`src/rtl/uart_fifo_echo_pkg.sv`:
```
// Shared definitions for the UART FIFO echo engine: mode and FSM encodings
// plus the byte transform applied on the RX push path.
package uart_fifo_echo_pkg;

    typedef enum logic [1:0] {
        MODE_ECHO   = 2'b00,
        MODE_TOGGLE = 2'b01,
        MODE_UPPER  = 2'b10,
        MODE_SINK   = 2'b11
    } mode_t;

    typedef enum logic {
        RX_IDLE = 1'b0,
        RX_ACK  = 1'b1
    } rx_state_t;

    typedef enum logic [1:0] {
        TX_IDLE  = 2'b00,
        TX_HOLD1 = 2'b01,
        TX_HOLD2 = 2'b10
    } tx_state_t;

    // ASCII letters differ between cases only in bit 5
    localparam logic [7:0] CASE_BIT = 8'h20;

    function automatic logic is_upper(input logic [7:0] b);
        return (b >= 8'h41) && (b <= 8'h5A);
    endfunction

    function automatic logic is_lower(input logic [7:0] b);
        return (b >= 8'h61) && (b <= 8'h7A);
    endfunction

    // Byte transform for 8-bit data; echo and sink pass the byte unchanged
    function automatic logic [7:0] xform(input mode_t m, input logic [7:0] b);
        logic [7:0] r;
        r = b;
        case (m)
            MODE_TOGGLE: if (is_upper(b) || is_lower(b)) r = b ^ CASE_BIT;
            MODE_UPPER:  if (is_lower(b)) r = b & ~CASE_BIT;
            default:     r = b;
        endcase
        return r;
    endfunction

endpackage

```
`src/rtl/uart_fifo_echo_if.sv`:
```
// Byte handshake between the buart core and the echo engine.
// The buart core is the master (drives RX data and TX busy),
// the echo engine is the slave (strobes reads and writes).
interface uart_fifo_echo_if #(
    parameter int DATA_WIDTH = 8
);
    logic                  rx_valid;
    logic [DATA_WIDTH-1:0] rx_data;
    logic                  uart_rd;
    logic                  tx_busy;
    logic                  uart_wr;
    logic [DATA_WIDTH-1:0] tx_data;

    modport master (
        output rx_valid, rx_data, tx_busy,
        input  uart_rd, uart_wr, tx_data
    );

    modport slave (
        input  rx_valid, rx_data, tx_busy,
        output uart_rd, uart_wr, tx_data
    );
endinterface

```
`src/rtl/uart_fifo_echo_sync_fifo.sv`:
```
// Single-clock FIFO with first-word-fall-through output. Storage has no reset
// and an asynchronous read so it maps onto LUT/distributed RAM; reset only
// clears pointers and the occupancy count, which logically empties it.
module sync_fifo #(
    parameter int WIDTH = 8,
    parameter int DEPTH = 16
) (
    input  logic                   clk,
    input  logic                   reset,
    input  logic                   push,
    input  logic                   pop,
    input  logic [WIDTH-1:0]       din,
    output logic [WIDTH-1:0]       dout,
    output logic                   full,
    output logic                   empty,
    output logic [$clog2(DEPTH):0] count
);
    localparam int AW = $clog2(DEPTH);
    localparam int CW = AW + 1;

    logic [WIDTH-1:0] mem [DEPTH];
    logic [AW-1:0]    wr_ptr;
    logic [AW-1:0]    rd_ptr;
    logic             do_push;
    logic             do_pop;

    // A push into a full FIFO is legal only when the head leaves in the same cycle
    assign do_pop  = pop && !empty;
    assign do_push = push && (!full || do_pop);

    assign dout  = mem[rd_ptr];
    assign full  = (count == CW'(DEPTH));
    assign empty = (count == '0);

    // Storage write
    always_ff @(posedge clk) begin
        if (do_push) mem[wr_ptr] <= din;
    end

    // Pointers wrap naturally (DEPTH is a power of two); count tracks occupancy exactly
    always_ff @(posedge clk) begin
        if (reset) begin
            wr_ptr <= '0;
            rd_ptr <= '0;
            count  <= '0;
        end else begin
            if (do_push) wr_ptr <= wr_ptr + AW'(1);
            if (do_pop)  rd_ptr <= rd_ptr + AW'(1);
            count <= count + CW'(do_push) - CW'(do_pop);
        end
    end
endmodule

```
`src/rtl/uart_fifo_echo.sv`:
```
// Buffered echo engine: drains buart RX bytes into a FIFO (optionally
// case-transformed), replays them to buart TX, and reports status.
module uart_fifo_echo
    import uart_fifo_echo_pkg::*;
#(
    parameter int DATA_WIDTH = 8,
    parameter int FIFO_DEPTH = 16,
    parameter int NUM_LEDS   = 8,
    parameter int CNT_WIDTH  = 16
) (
    input  logic                        clk_96mhz,
    input  logic                        reset,
    uart_fifo_echo_if.slave             bus,
    input  logic [1:0]                  mode,
    input  logic                        clr_ovf,
    output logic [NUM_LEDS-1:0]         led,
    output logic                        overflow,
    output logic [$clog2(FIFO_DEPTH):0] fifo_count,
    output logic [CNT_WIDTH-1:0]        rx_count
);
    rx_state_t rx_state, rx_next;
    tx_state_t tx_state, tx_next;

    logic                  rd_fire;
    logic                  push_req;
    logic                  fifo_push;
    logic                  fifo_pop;
    logic                  fifo_full;
    logic                  fifo_empty;
    logic                  ovf_set;
    logic [DATA_WIDTH-1:0] push_data;
    logic [DATA_WIDTH-1:0] fifo_dout;
    logic [DATA_WIDTH-1:0] tx_hold;

    // Transforms are only meaningful for 8-bit bytes; other widths pass through
    if (DATA_WIDTH == 8) begin : g_xform
        assign push_data = xform(mode_t'(mode), bus.rx_data);
    end else begin : g_pass
        assign push_data = bus.rx_data;
    end

    // Sink mode still reads and counts, it just never stores.
    // A full FIFO accepts a push only if TX pops the head this cycle.
    assign push_req  = rd_fire && (mode_t'(mode) != MODE_SINK);
    assign fifo_push = push_req && (!fifo_full || fifo_pop);
    assign ovf_set   = push_req && fifo_full && !fifo_pop;

    sync_fifo #(
        .WIDTH (DATA_WIDTH),
        .DEPTH (FIFO_DEPTH)
    ) u_fifo (
        .clk   (clk_96mhz),
        .reset (reset),
        .push  (fifo_push),
        .pop   (fifo_pop),
        .din   (push_data),
        .dout  (fifo_dout),
        .full  (fifo_full),
        .empty (fifo_empty),
        .count (fifo_count)
    );

    // RX state register
    always_ff @(posedge clk_96mhz) begin
        if (reset) rx_state <= RX_IDLE;
        else       rx_state <= rx_next;
    end

    // RX next state: ACK blanks one cycle because buart clears valid late
    always_comb begin
        rx_next = rx_state;
        case (rx_state)
            RX_IDLE: if (bus.rx_valid) rx_next = RX_ACK;
            RX_ACK:  rx_next = RX_IDLE;
            default: rx_next = RX_IDLE;
        endcase
    end

    // RX outputs: read strobe fires in the same cycle valid is seen in IDLE
    always_comb begin
        rd_fire = 1'b0;
        if (!reset && rx_state == RX_IDLE) rd_fire = bus.rx_valid;
    end

    assign bus.uart_rd = rd_fire;

    // TX state register
    always_ff @(posedge clk_96mhz) begin
        if (reset) tx_state <= TX_IDLE;
        else       tx_state <= tx_next;
    end

    // TX next state: two hold cycles ride out buart's late busy assertion
    always_comb begin
        tx_next = tx_state;
        case (tx_state)
            TX_IDLE:  if (!fifo_empty && !bus.tx_busy) tx_next = TX_HOLD1;
            TX_HOLD1: tx_next = TX_HOLD2;
            TX_HOLD2: tx_next = TX_IDLE;
            default:  tx_next = TX_IDLE;
        endcase
    end

    // TX outputs: pop and write strobe coincide so the byte leaves one cycle after push
    always_comb begin
        fifo_pop = 1'b0;
        if (!reset && tx_state == TX_IDLE) fifo_pop = !fifo_empty && !bus.tx_busy;
    end

    // tx_data shows the head during the strobe, then the held copy until the next pop
    assign bus.uart_wr = fifo_pop;
    assign bus.tx_data = fifo_pop ? fifo_dout : tx_hold;

    // Status registers: LEDs, RX counter, sticky overflow (set beats clear), TX hold
    always_ff @(posedge clk_96mhz) begin
        if (reset) begin
            led      <= '0;
            rx_count <= '0;
            overflow <= 1'b0;
            tx_hold  <= '0;
        end else begin
            if (rd_fire) begin
                rx_count <= rx_count + CNT_WIDTH'(1);
                led      <= bus.rx_data[NUM_LEDS-1:0];
            end
            if (ovf_set)      overflow <= 1'b1;
            else if (clr_ovf) overflow <= 1'b0;
            if (fifo_pop) tx_hold <= fifo_dout;
        end
    end
endmodule
```
`src/flat_wrapper.sv`:
```
// flat-port wrapper written by rule: the top's interface ports become plain ports
module uart_fifo_echo_flat import uart_fifo_echo_pkg::*;
#(
    parameter int DATA_WIDTH = 8,
    parameter int FIFO_DEPTH = 16,
    parameter int NUM_LEDS   = 8,
    parameter int CNT_WIDTH  = 16
)
  (clk_96mhz, reset, mode, clr_ovf, led, overflow, fifo_count, rx_count, bus_rx_valid, bus_rx_data, bus_tx_busy, bus_uart_rd, bus_uart_wr, bus_tx_data);
  uart_fifo_echo_if #(.DATA_WIDTH(DATA_WIDTH)) bus_i ();
  input  logic clk_96mhz;
  input  logic reset;
  input  logic [1:0] mode;
  input  logic clr_ovf;
  output logic [NUM_LEDS-1:0] led;
  output logic overflow;
  output logic [$clog2(FIFO_DEPTH):0] fifo_count;
  output logic [CNT_WIDTH-1:0] rx_count;
  input wire logic [$bits(bus_i.rx_valid)-1:0] bus_rx_valid;
  input wire logic [$bits(bus_i.rx_data)-1:0] bus_rx_data;
  input wire logic [$bits(bus_i.tx_busy)-1:0] bus_tx_busy;
  output wire logic [$bits(bus_i.uart_rd)-1:0] bus_uart_rd;
  output wire logic [$bits(bus_i.uart_wr)-1:0] bus_uart_wr;
  output wire logic [$bits(bus_i.tx_data)-1:0] bus_tx_data;
  assign bus_i.rx_valid = bus_rx_valid;
  assign bus_i.rx_data = bus_rx_data;
  assign bus_i.tx_busy = bus_tx_busy;
  assign bus_uart_rd = bus_i.uart_rd;
  assign bus_uart_wr = bus_i.uart_wr;
  assign bus_tx_data = bus_i.tx_data;
  uart_fifo_echo #(.DATA_WIDTH(DATA_WIDTH), .FIFO_DEPTH(FIFO_DEPTH), .NUM_LEDS(NUM_LEDS), .CNT_WIDTH(CNT_WIDTH)) u_core (.clk_96mhz(clk_96mhz), .reset(reset), .bus(bus_i), .mode(mode), .clr_ovf(clr_ovf), .led(led), .overflow(overflow), .fifo_count(fifo_count), .rx_count(rx_count));
endmodule
```
`config.mk`:
```
export PLATFORM = sky130hd
export DESIGN_NAME = uart_fifo_echo_flat
export DESIGN_NICKNAME = d
export VERILOG_FILES = /design/src/rtl/uart_fifo_echo_pkg.sv /design/src/rtl/uart_fifo_echo_if.sv /design/src/rtl/uart_fifo_echo_sync_fifo.sv /design/src/rtl/uart_fifo_echo.sv /design/src/flat_wrapper.sv
export SDC_FILE = /design/constraint.sdc
export NUM_CORES = 1
export LEC_CHECK = 0
export BUFFER_PORTS_ARGS = -buffer_cell sky130_fd_sc_hd__buf_2
export CAP_MARGIN = 20
export CORE_MARGIN = 5
export CORE_UTILIZATION = 36
export DETAILED_ROUTE_END_ITERATION = 8
export GPL_TIMING_DRIVEN = 0
export PLACE_DENSITY = 0.62
export SETUP_SLACK_MARGIN = 0.4
export SYNTH_ARGS = -nofsm -noshare
export SYNTH_HDL_FRONTEND = slang
export SYNTH_HIERARCHICAL = 1
export SYNTH_SLANG_ARGS = --single-unit
export TNS_END_PERCENT = 30
```
`constraint.sdc`:
```
create_clock -name clk_96mhz -period 3.4 [get_ports clk_96mhz]
set_input_delay 0.34 -clock clk_96mhz [delete_from_list [all_inputs] [get_ports clk_96mhz]]
set_output_delay 0.34 -clock clk_96mhz [all_outputs]
set_load 0.01 [all_outputs]
```
---- Word-level counts from Yosys, hierarchy flattened ----
Memory sizes are Yosys's and may differ from the RTL's. A register that Yosys moved wholly into a read port is not among the register bits.
Cells that the tools add are included.
Widths: inputs -> output; s select.
storage, ports and cells
  flip-flop bits (word level) ............. 49
  latch bits .............................. 0
  RAM bits ................................ 128
  bits in read-only memories .............. 0
  output and inout port bits .............. 40
  memories kept ........................... 1
memories
  memory             depth  width  rd ports  clocked after memory_dff  write ports  RTL line                        source
  u_core.u_fifo.mem  16     8      1         1                         1            uart_fifo_echo_sync_fifo.sv:21  logic [WIDTH-1:0] mem [DEPTH];
operators by class
  add/sub/neg operators ................... 5
  $mul .................................... 0
  divide/modulo/power cells ............... 0
  $lt $le $gt $ge ......................... 4
  equal/unequal tests ..................... 6
  shift operators ......................... 0
  multiplexer cells ....................... 16
  bitwise operators ....................... 2
  reduce and logical (&&, ||, !) cells .... 22
operators with widths
  operator               count
  $add 16x1->16 const B  1
  $ge 8x7->1 const B     2
  $le 8x7->1 const B     2
  $mux 6                 2
  $pmux 6 s2             1
  $logic_and 1x1->1      11
  $add 4x1->4 const B    2
  $mux 4                 2
  $mux 8                 1
  $mux 1                 7
  $add 5x1->5            1
  $eq 5x5->1 const B     1
  $logic_not 1->1        5
  $logic_not 5->1        1
  $sub 5x1->5            1
  $eq 2x1->1 const B     2
  $pmux 2 s2             1
  $logic_or 1x1->1       3
  $eq 2x2->1 const B     1
  $logic_not 2->1        1
  $mux 2                 1
  $ne 2x1->1 const B     1
  $ne 2x2->1 const B     1
  $not 1->1              2
  other kinds (2)        2

---- Depth between registers and ports, before layout ----
  depth in word-level cells ............... 9
  depth in mapped cells ................... 18
  gate-level depth less buffers ........... 16

---- Hierarchy ----
Netlist, hierarchy kept.
by module, submodules not included
  module          instances  cells an instance  area an instance (µm²)  seq. area each (µm²)
  sync_fifo       1          309                5,820.6                 4,184.0
  uart_fifo_echo  1          175                1,555.2                 720.7

---- Worst setup path before layout ----
Ideal clock, no wire load.
  path kind ............................... flip-flop to flip-flop
  from .................................... register u_core.u_fifo.count[2]
  to ...................................... register u_core.u_fifo.count[4]
  arrival ................................. 3.734 ns
  data required time ...................... 3.330 ns
  setup slack ............................. -0.404 ns
  stages on the path, launching flop included .. 19
  period minus slack after synthesis ...... 3.804 ns
  cell sequence ........................... dfxtp_1 inv_1 ha_1 or4b_1 inv_1 nor4_1 buf_2 nor2b_1 nor4_1 o21ai_1 buf_4 ha_1 inv_1 ha_1 fa_1 a21oi_1 nor2_1 or3_1 a21oi_1
on the way
  word-level cells in the longest chain between the ends .. 9
  elaborated cells between the ends (all ways) .. 13
  those cells by class .................... 2 x add/sub; 1 x eq/ne; 1 x mux; 9 x reduce/logical
RTL lines
  what                      RTL line                        source
  start: declaration        uart_fifo_echo_sync_fifo.sv:16  output logic [$clog2(DEPTH):0] count
  start signal: assignment  uart_fifo_echo_sync_fifo.sv:49  count <= count + CW'(do_push) - CW'(do_pop);
  $logic_not 5->1           uart_fifo_echo_sync_fifo.sv:33  assign empty = (count == '0);
  net u_core.fifo_empty     uart_fifo_echo.sv:29            logic fifo_empty;
  $logic_not 1->1           uart_fifo_echo.sv:107           if (!reset && tx_state == TX_IDLE) fifo_pop = !fifo_empty && !bus.tx_busy;
  $logic_and 1x1->1         uart_fifo_echo.sv:107
  $mux 1                    uart_fifo_echo.sv:107
  net bus_uart_wr           flat_wrapper.sv:23              output wire logic [$bits(bus_i.uart_wr)-1:0] bus_uart_wr;
  $logic_or 1x1->1          uart_fifo_echo.sv:45            assign fifo_push = push_req && (!fifo_full || fifo_pop);
  $logic_and 1x1->1         uart_fifo_echo.sv:45
  net u_core.fifo_push      uart_fifo_echo.sv:26            logic fifo_push;
  $logic_and 1x1->1         uart_fifo_echo_sync_fifo.sv:29  assign do_push = push && (!full || do_pop);
  $add 5x1->5               uart_fifo_echo_sync_fifo.sv:49
  $sub 5x1->5               uart_fifo_echo_sync_fifo.sv:49
The timed path passes the listed nets, and every way through them passes these cells.
A chain may end at the register's enable or synchronous reset.

---- Final worst setup path ----
  from .................................... register u_core.u_fifo.count[2]
  to ...................................... register u_core.u_fifo.count[4]
on the way
  word-level cells in the longest chain between the ends .. 9
  elaborated cells between the ends (all ways) .. 13
  those cells by class .................... 2 x add/sub; 1 x eq/ne; 1 x mux; 9 x reduce/logical
RTL lines
  what                   RTL line
  $logic_not 5->1        uart_fifo_echo_sync_fifo.sv:33
  net u_core.fifo_empty  uart_fifo_echo.sv:29
  $logic_not 1->1        uart_fifo_echo.sv:107
  $logic_and 1x1->1      uart_fifo_echo.sv:107
  $mux 1                 uart_fifo_echo.sv:107
  $logic_or 1x1->1       uart_fifo_echo.sv:45
  $logic_and 1x1->1      uart_fifo_echo.sv:45
  net u_core.fifo_push   uart_fifo_echo.sv:26
  $logic_and 1x1->1      uart_fifo_echo_sync_fifo.sv:29
  $add 5x1->5            uart_fifo_echo_sync_fifo.sv:49
  $sub 5x1->5            uart_fifo_echo_sync_fifo.sv:49
The timed path passes the listed nets, and every way through them passes these cells.

==> impl_metrics.yaml <==
outcome:
  status: "complete, no violations"
yosys:
  yosysWarnings: 6
  synth_area_mm2: 0.007376
  synthCells: 484
  synth_nets: 515
  synth-simple-area-share_pct: 9.992
  synthMuxAreaShare_pct: 11.84
  synth_compound_area_share_pct: 4.377
  synth-edff-count: 128
  synthFlopType: "edfxtp_1"
  synthXorXnorAreaFrac_pct: 1.900
  synth_top_family_by_area: "multiplexers"
  synth_area_per_cell_um2: 15.24
  yosys.area_share.adder_pct: 2.816
  ys_types: 46
  synthArstFlopShare_pct: 0
  ys_ff_latch: 181
  ys_seq_area_share_pct: 66.50
placement:
  routabilityCongestion: 0.7916
  io_buffers: 54
  pre_cts_ws_ns: -0.5053
  place_inst: 811
  dp_hpwl_um: 10810
pwr:
  p_per_area_mw_per_mm2: 616.2
  peakVddDrop_v: 0.0003389
  p_leak_nw: 3.126
  totalPowerFinal_mw: 5.458
layout:
  drive_above_1_share_pct: 27.94
  num_antenna_cells: 0
  fin_cells: 857
  fin_nets: 605
  area_growth_pct: 20.08
die:
  core_mm2: 0.02023
  die_y_um: 153.1
  dieWidth_um: 153.1
  initial_utilization_pct: 36.45
  fp.dieArea_mm2: 0.02345
  rows: 52
  num_io_pins: 55
clock_network:
  clk_pin_slew_ns: 0.07
  clock-sinks: 181
  clock_latency_ns: 0.43
  cts_buffers: 17
  root_buffer: "clkbuf_16"
  hold_buffers: 0
  cts.path.max_buffers: 2
  h-tree-depth: 4
  cts_tree: "built"
setup_path:
  end_kind: "flop"
  crit_buf_inv: 5
  critPathTopFamily: "simple AND/OR/NAND/NOR gates"
  cp_slowest_cell: "fa_2"
  crit_top_cell: "ha_4"
  cp-start-kind: "flop"
  cp.arrival_ns: 3.62
  critPathMaxStageDelay_ns: 0.35
  path_max_fanout: 2
  cp.required_ns: 3.76
  crit_chain: "inv_2 -> ha_4 -> or4b_4 -> inv_4 -> nor4_4 -> buf_6 -> nor2b_4 -> nor4_4 -> o21ai_2 -> buf_6 -> ha_4 -> inv_2 -> ha_4 -> fa_2 -> a21oi_2 -> nor2_1 -> or3_1 -> a21oi_1"
  path_class: "flop to flop"
route:
  routed_via_density: 5.079
  wl_per_cell_um: 19.21
  drt-initial-drc-count: 275
  antenna_left: 0
  first_pass_iters: 4
  dr_total_vias: 4353
  drc_errors: 0
  routed_wl_um: 16470
timing:
  max-slew-margin-rel_pct: 49.53
  hold_viol_final: 0
  fin_crit_ns: 3.261
  rsz0062_at_grt: "true"
  finalCritPeriodShare_pct: 95.91
  finalMaxSlewViolations: 0
  layout_setup_ws_ns: 0.1391
  fmax_mhz: 306.7
  setup_viol: 0
  worst_slew_pin_slew_ns: 0.7542
  finalClockSkew_ns: 0.009515
  whs_ns: 0.1366
global_routing:
  grt_overflow_total: 0
  grt_pass1_wl_um: 25330
  grt_pass1_vias: 4476
  grt_max_degree: 20
  gr-usage-all-layers_pct: 14.18
  antenna_found_initial: 0
min_path:
  hold_path.class: "input port to flop"
flow_run:
  maxCapViolations: 0
-- final timing paths --
check                                                       start                           endpoint  slack [ns]  cells past startpoint
worst max-delay path            u_core/u_fifo/count[2]$_SDFF_PP0_  u_core/u_fifo/count[4]$_SDFF_PP0_        0.14                     18
worst min-delay path                                  bus_tx_busy    u_core/tx_state[0]$_SDFFE_PP0P_        0.14                      2
worst max register to register  u_core/u_fifo/count[2]$_SDFF_PP0_  u_core/u_fifo/count[4]$_SDFF_PP0_        0.14                     18
worst min register to register         u_core/led[6]$_SDFFE_PP0P_         u_core/led[6]$_SDFFE_PP0P_        0.46                      2
-- placed cells by master (no fill, tap or decap), types with 8 or more instances in the layout --
cell type,instances
xor2_1,10
o21ai_0,9
inv_1,10
mux4_2,18
buf_4,15
a21oi_1,21
a22oi_1,16
clkbuf_1,14
nand3_1,10
nor2b_1,12
dfxtp_1,51
buf_2,59
nor2_1,25
clkbuf_16,17
nand2_1,37
or3_1,9
edfxtp_1,128
mux2_2,8
ha_1,12
mux4_1,14
-- sequential cells by signal (all words and copies together) (netlist names), named ones only --
signal                flops
u_core/u_fifo/count       5
u_core/rx_state           1
u_core/rx_count          16
u_core/u_fifo/mem       128
u_core/led                8
u_core/tx_state           2
u_core/u_fifo/rd_ptr      4
u_core/overflow           1
u_core/tx_hold            8
u_core/u_fifo/wr_ptr      4
-- worst reg2reg max path: stages, from the launching register on --
cell	delay (ns)
dfxtp_2	0.34
inv_2	0.05
ha_4	0.15
or4b_4	0.21
inv_4	0.04
nor4_4	0.25
buf_6	0.15
nor2b_4	0.04
nor4_4	0.25
o21ai_2	0.13
buf_6	0.15
ha_4	0.25
inv_2	0.03
ha_4	0.15
fa_2	0.35
a21oi_2	0.13
nor2_1	0.06
or3_1	0.34
a21oi_1	0.11
-- metal layers --
layer	GRT usage (%)	share of wire [%]	up-vias	wire, um
met3	4.637	6.5	6	1068
met5	0	0	-	0
li1	-	-	2021	-
met1	18.37	43	2245	7129
met2	23.37	50	81	8168
met4	3.182	0.60	0	99
-- through the flow --
step                      util [%]  TNS, ns  cell area (um^2)
after global placement       39.71   -9.424              8035
after floorplan                  -        0              7427
after CTS                    43.57        0              8816
after global routing         43.77        0              8857
after detailed placement     39.81   -2.239              8055
final                        43.77        0              8857
-- logic make-up (layout without fill, tap and decap cells) --
kind of cell | after synthesis | in the layout
muxes | 41 | 41
AOI/OAI and AO/OA | 54 | 54
adders and majority gates | 16 | 16
buffers and inverters | 36 | 139
and+or+nand+nor | 140 | 140
DFF | 181 | 181
xor gates and xnor gates | 16 | 16
-- area by class of cell --
cell class	instances	area, um^2
Timing Repair Buffer	71	402.9
Clock inverter	10	155.1
Fill cell	1778	11380
Multi-Input combinational cell	267	2407
Clock buffer	22	444.2
Sequential cell	181	4907
Buffer	22	147.6
Tap cell	270	337.8
Inverter	14	55.05
-- report_power, final --
| part | total [mW] | internal (mW) | switching (mW) |
|---|---|---|---|
| sequential | 2.48 | 2.44 | 0.0485 |
| clock | 2.00 | 1.22 | 0.774 |
| combinational | 0.975 | 0.481 | 0.495 |
-- synthesized netlist by cell type (all sizes together), types with 2 or more instances --
master         number  area share, %
a22oi              16            1.6
a21oi              23            1.6
nor4                5           0.42
nand2b              4           0.34
nand4               5           0.51
mux4               32             10
mux2                8            1.2
and4                3           0.36
nand3              10           0.68
xor2               10            1.2
nand2              37            1.9
or4                 2           0.20
ha                 15            2.5
nor3                4           0.27
dfxtp              53             14
and3                5           0.42
or4b                3           0.41
inv                14           0.71
nand3b              2           0.20
nor2b              13            1.1
nor2               28            1.4
xnor2               6           0.71
clkdlybuf4s25       3           0.41
edfxtp            128             52
o21ai              10           0.68
clkbuf              9           0.46
or3                 9           0.76
and2                5           0.42
buf                10            1.0
-- repair_timing --
action / in CTS / in global routing
pin swaps: 5 / 7
resized for setup: 16 / 7
setup buffers: 11 / 3
endpoints found under the setup margin: 133 / 102
Power figures use the tool's default switching activity.
